## src/rtl/mux_nto1_pipe.sv

```systemverilog
// NUM_IN:1 selector feeding a two-entry valid/ready skid buffer (main + skid register).
// Optional macro MUXN_BYPASS_EN: zero-latency pass-through when empty and downstream is ready.
module mux_nto1_pipe #(
  parameter int              WIDTH     = 32,
  parameter int              NUM_IN    = 4,
  parameter int              SEL_W     = 2,
  parameter logic [WIDTH-1:0] RESET_VAL = '0
) (
  input  logic                    clk,
  input  logic                    reset,
  input  logic [NUM_IN*WIDTH-1:0] in_data,
  input  logic [SEL_W-1:0]        sel,
  input  logic                    in_valid,
  output logic                    in_ready,
  output logic [WIDTH-1:0]        out_data,
  output logic                    out_valid,
  input  logic                    out_ready,
  output logic                    sel_err
);

  localparam logic [1:0] EMPTY = 2'd0;
  localparam logic [1:0] ONE   = 2'd1;
  localparam logic [1:0] TWO   = 2'd2;

  logic [1:0]       r_state;
  logic [WIDTH-1:0] r_main;
  logic [WIDTH-1:0] r_skid;
  logic             r_selErr;

  logic [WIDTH-1:0] w_word;
  logic             w_selOk;
  logic             w_accept;
  logic             w_drain;
  logic             w_bypass;

  // Out-of-range selects yield zero and are flagged instead of aliasing onto a real input.
  always_comb begin
    w_word  = '0;
    w_selOk = 1'b0;
    for (int k = 0; k < NUM_IN; k++) begin
      if (sel == SEL_W'(k)) begin
        w_word  = in_data[k*WIDTH +: WIDTH];
        w_selOk = 1'b1;
      end
    end
  end

`ifdef MUXN_BYPASS_EN
  assign w_bypass = (r_state == EMPTY) & in_valid & out_ready & ~reset;
`else
  assign w_bypass = 1'b0;
`endif

  assign in_ready  = (r_state != TWO) & ~reset;
  assign out_valid = (r_state != EMPTY) | w_bypass;
  assign out_data  = w_bypass ? w_word : r_main;
  assign sel_err   = r_selErr;

  assign w_accept = in_valid & in_ready;
  assign w_drain  = out_valid & out_ready;

  always_ff @(posedge clk or posedge reset) begin
    if (reset) begin
      r_state  <= EMPTY;
      r_main   <= RESET_VAL;
      r_skid   <= '0;
      r_selErr <= 1'b0;
    end else begin
      if (w_accept && !w_selOk)
        r_selErr <= 1'b1;
      case (r_state)
        EMPTY: begin
          // A bypassed beat still lands in main so out_data holds it afterwards.
          if (w_accept) begin
            r_main <= w_word;
            if (!w_bypass)
              r_state <= ONE;
          end
        end
        ONE: begin
          if (w_accept && w_drain) begin
            r_main <= w_word;
          end else if (w_accept) begin
            r_skid  <= w_word;
            r_state <= TWO;
          end else if (w_drain) begin
            r_state <= EMPTY;
          end
        end
        TWO: begin
          if (w_drain) begin
            r_main  <= r_skid;
            r_state <= ONE;
          end
        end
        default: r_state <= EMPTY;
      endcase
    end
  end

endmodule
```

## config.mk

```make
export PLATFORM = sky130hd
export DESIGN_NAME = mux_nto1_pipe
export DESIGN_NICKNAME = d
export VERILOG_FILES = /design/src/rtl/mux_nto1_pipe.sv
export SDC_FILE = /design/constraint.sdc
export NUM_CORES = 1
export LEC_CHECK = 0
export CAP_MARGIN = 10
export CORE_UTILIZATION = 55
export CTS_BUF_LIST = sky130_fd_sc_hd__clkbuf_16
export DETAILED_ROUTE_END_ITERATION = 6
export DONT_BUFFER_PORTS = 1
export PLACE_DENSITY = 0.81
export SYNTH_ARGS = -nofsm -noshare
export SYNTH_HDL_FRONTEND = slang
export SYNTH_SLANG_ARGS = --single-unit
```

## constraint.sdc

```tcl
create_clock -name clk -period 1.9 [get_ports clk]
set_input_delay 0.19 -clock clk [delete_from_list [all_inputs] [get_ports clk]]
set_output_delay 0.19 -clock clk [all_outputs]
set_load 0.02 [all_outputs]
```

==> flow_summary.ini <==
[power_and_ir_drop]
p_int_mw = 3.37
switchingPower_mw = 1.62
p_sw_frac = 0.325
peakVddDrop_uv = 556
p_comb_frac = 0.212
power.leakage_nw = 1.97
power_density_nw_per_um2 = 1040
p_seq_frac = 0.502
power_frac_clock = 0.286

[detailed_routing]
num_vias = 3481
first_pass_iters = 7
drcViolationCount = 0
drt-initial-drc-count = 265
wirelength_um = 11000
viasPerCell = 6.89
post_drt_wl_per_cell_um = 21.7
ant_nets = 0

[critical_path]
crit_path_top_delay_cell = dfrtp_1
r2r_setup_slack_ns = 0.15
cpMostUsedCell = buf_4
crit_path_start = r_state[0]
critPathArrivalTime_ns = 1.91
critPathKind = reg2reg
crit_chain = nand2b_1 -> buf_4 -> a31o_2 -> buf_4 -> a41oi_1
rr_startpoint = r_state[0]
reg2reg_to = out_data[7]
crit_path_end = out_data[7]
crit_path_start_kind = flop
reg2regPathDepth = 5
max_stage_delay_ns = 0.41
crit_path_end_kind = flop
crit_fanout = 34
required_ns = 2.07

[clock_network]
clkLatencyLatePin_ns = 0.32
clockBufferDepth = 2
cts_tree = built
cts.repair.resized = 0
cts_root_buffer = clkbuf_16
clk_pin_slew_ns = 0.05
cts_buffers = 9
ctsHtreeMaxLevel = 3
clkSinkCount = 67

[final_layout]
regArea_um2 = 1680
layout.nets = 533
nFillCells = 681
syn_to_final_growth_pct = 6.70
drive_above_1_share = 0.156
antennaDiodeCount = 0
multi_input_area_um2 = 2560

[sta]
setup_viol = 0
period_share = 0.920
worst_slew_pin_slew_ns = 0.378
hold_viol = 0
maxSlewHeadroom = 0.747
drv_slew = 0
tns_ns = 0
fin_crit_ns = 1.75
finClkSkew_ns = 0.00464
rsz0062_at_grt = false
holdWs_ns = 0.0498
clock.fmax_mhz = 572

[yosys]
yosysTopAreaCell = dfrtp_1
synth_top_area_share = 0.374
synth_ff_type = dfrtp_1
netlist-cell-type-count = 25
yosys_warnings = 0
synth-async-reset-ratio = 1.00
synth.net_count = 555
synth_edf_count = 0
ys_ff_latch = 67
avgSynthCellArea_um2 = 10.6
syn_area_um2 = 4480
synthCells = 421
synthTopCellsByArea = dfrtp_1 (37%), mux2i_1 (22%), mux2_2 (7.5%), a311oi_1 (6.3%), a41oi_1 (6.3%)
seq_area_frac_synth = 0.374
synth_commonest_cells = mux2i_1 (97), dfrtp_1 (67)
yosysMostFrequentCell = mux2i_1

[floorplanning]
ios = 169
die_h_um = 92.2
start_util = 0.574
fp.dieArea_um2 = 8510
rows = 32
core-area_um2 = 7810
die_w_um = 92.2

[min_path]
hp-class = in2reg

[grt]
grt_overflow_total = 0
antenna_found_initial = 0
grt_pass1_vias = 3478
grt_first_pass_wirelength_um = 17700
grt_max_degree = 97
grt_usage = 0.267

[run_status]
status = finished clean

[placement]
port_buffers = 0
dp_hpwl_um = 7150
place_congestion = 0.733

[flow_run]
cap_viol_max_count = 0
[cell families after synthesis]
logic type / share of synthesized area
mux: 0.300
simple gates: 0.139
compound gates: 0.130
flops: 0.374
buf+inv: 0.0564
[routing by layer]
metal	share of wire	global-route usage
met1	0.38	0.330
met2	0.53	0.460
met3	0.088	0.0713
met4	0.010	0.0703
met5	0	0
[registers in the layout, indices dropped and copies added, names as in the netlist]
| name | flops |
|---|---|
| out_data | 32 |
| r_skid | 32 |
| r_state | 2 |
| sel_err | 1 |
[stage by stage]
stage                     instances   util  worst slack, ns  area (um^2)  power, mW
after floorplan                 421      -           0.0268         4480       3.34
after global placement          489  0.579            0.260         4520       3.50
after detailed placement        489  0.579            0.230         4520       3.58
after CTS                       505  0.612            0.152         4780       5.01
after global routing            505  0.612           0.0374         4780       5.25
final                           505  0.612            0.152         4780       4.99
[what timing repair did]
action	in CTS	in global routing
buffers inserted	0	0
hold endpoints to repair	67	0
hold buffers	1	0
[critical path: cells and delay by family, from the launching register on]
kind                   cells  cell delay (ns)
buffers and inverters      2             0.63
DFF                        1             0.41
AOI/OAI and AO/OA          2             0.39
and+or+nand+nor            1             0.15
[layout make-up]
| cell class | count | area share |
|---|---|---|
| clock buffer | 9 | 0.0471 |
| tap | 102 | 0.0267 |
| clock inverter | 6 | 0.00524 |
| timing repair buffer | 17 | 0.0325 |
| multi-input combinational | 301 | 0.535 |
| sequential | 67 | 0.351 |
| inverter | 3 | 0.00236 |
[power by group through the flow]
| stage | Combinational [mW] | Clock [mW] | Sequential [mW] |
|---|---|---|---|
| after CTS | 1.06 | 1.44 | 2.50 |
| after floorplan | 0.938 | 0 | 2.40 |
| final | 1.06 | 1.43 | 2.50 |
| after global routing | 1.17 | 1.52 | 2.56 |
| after global placement | 1.00 | 0 | 2.50 |
| after detailed placement | 1.05 | 0 | 2.53 |
[worst min path at each step]
stage                    from         end  slack [ns]  depth (start not counted)
floorplan           out_ready  r_state[1]        0.36                          2
global placement        reset  r_skid[19]        0.18                          2
detailed placement      reset  r_skid[24]        0.18                          2
CTS                 out_ready  r_state[1]        0.04                          2
global route        out_ready  r_state[1]        0.04                          2
finish              out_ready  r_state[1]        0.05                          2
[layout by cell type (no fill, tap or decap), types with 2 or more instances in the layout]
master and n:
mux2_1 3, nand2_1 32, clkinv_2 2, a311oi_1 32, nand3b_1 32, inv_1 2
mux2_2 30, clkbuf_16 9, or3_1 32, clkinv_1 4, mux2i_1 97, dfrtp_1 67
buf_12 2, buf_4 14, nand2b_1 2, a41oi_1 32
Power figures use the tool's default switching activity.
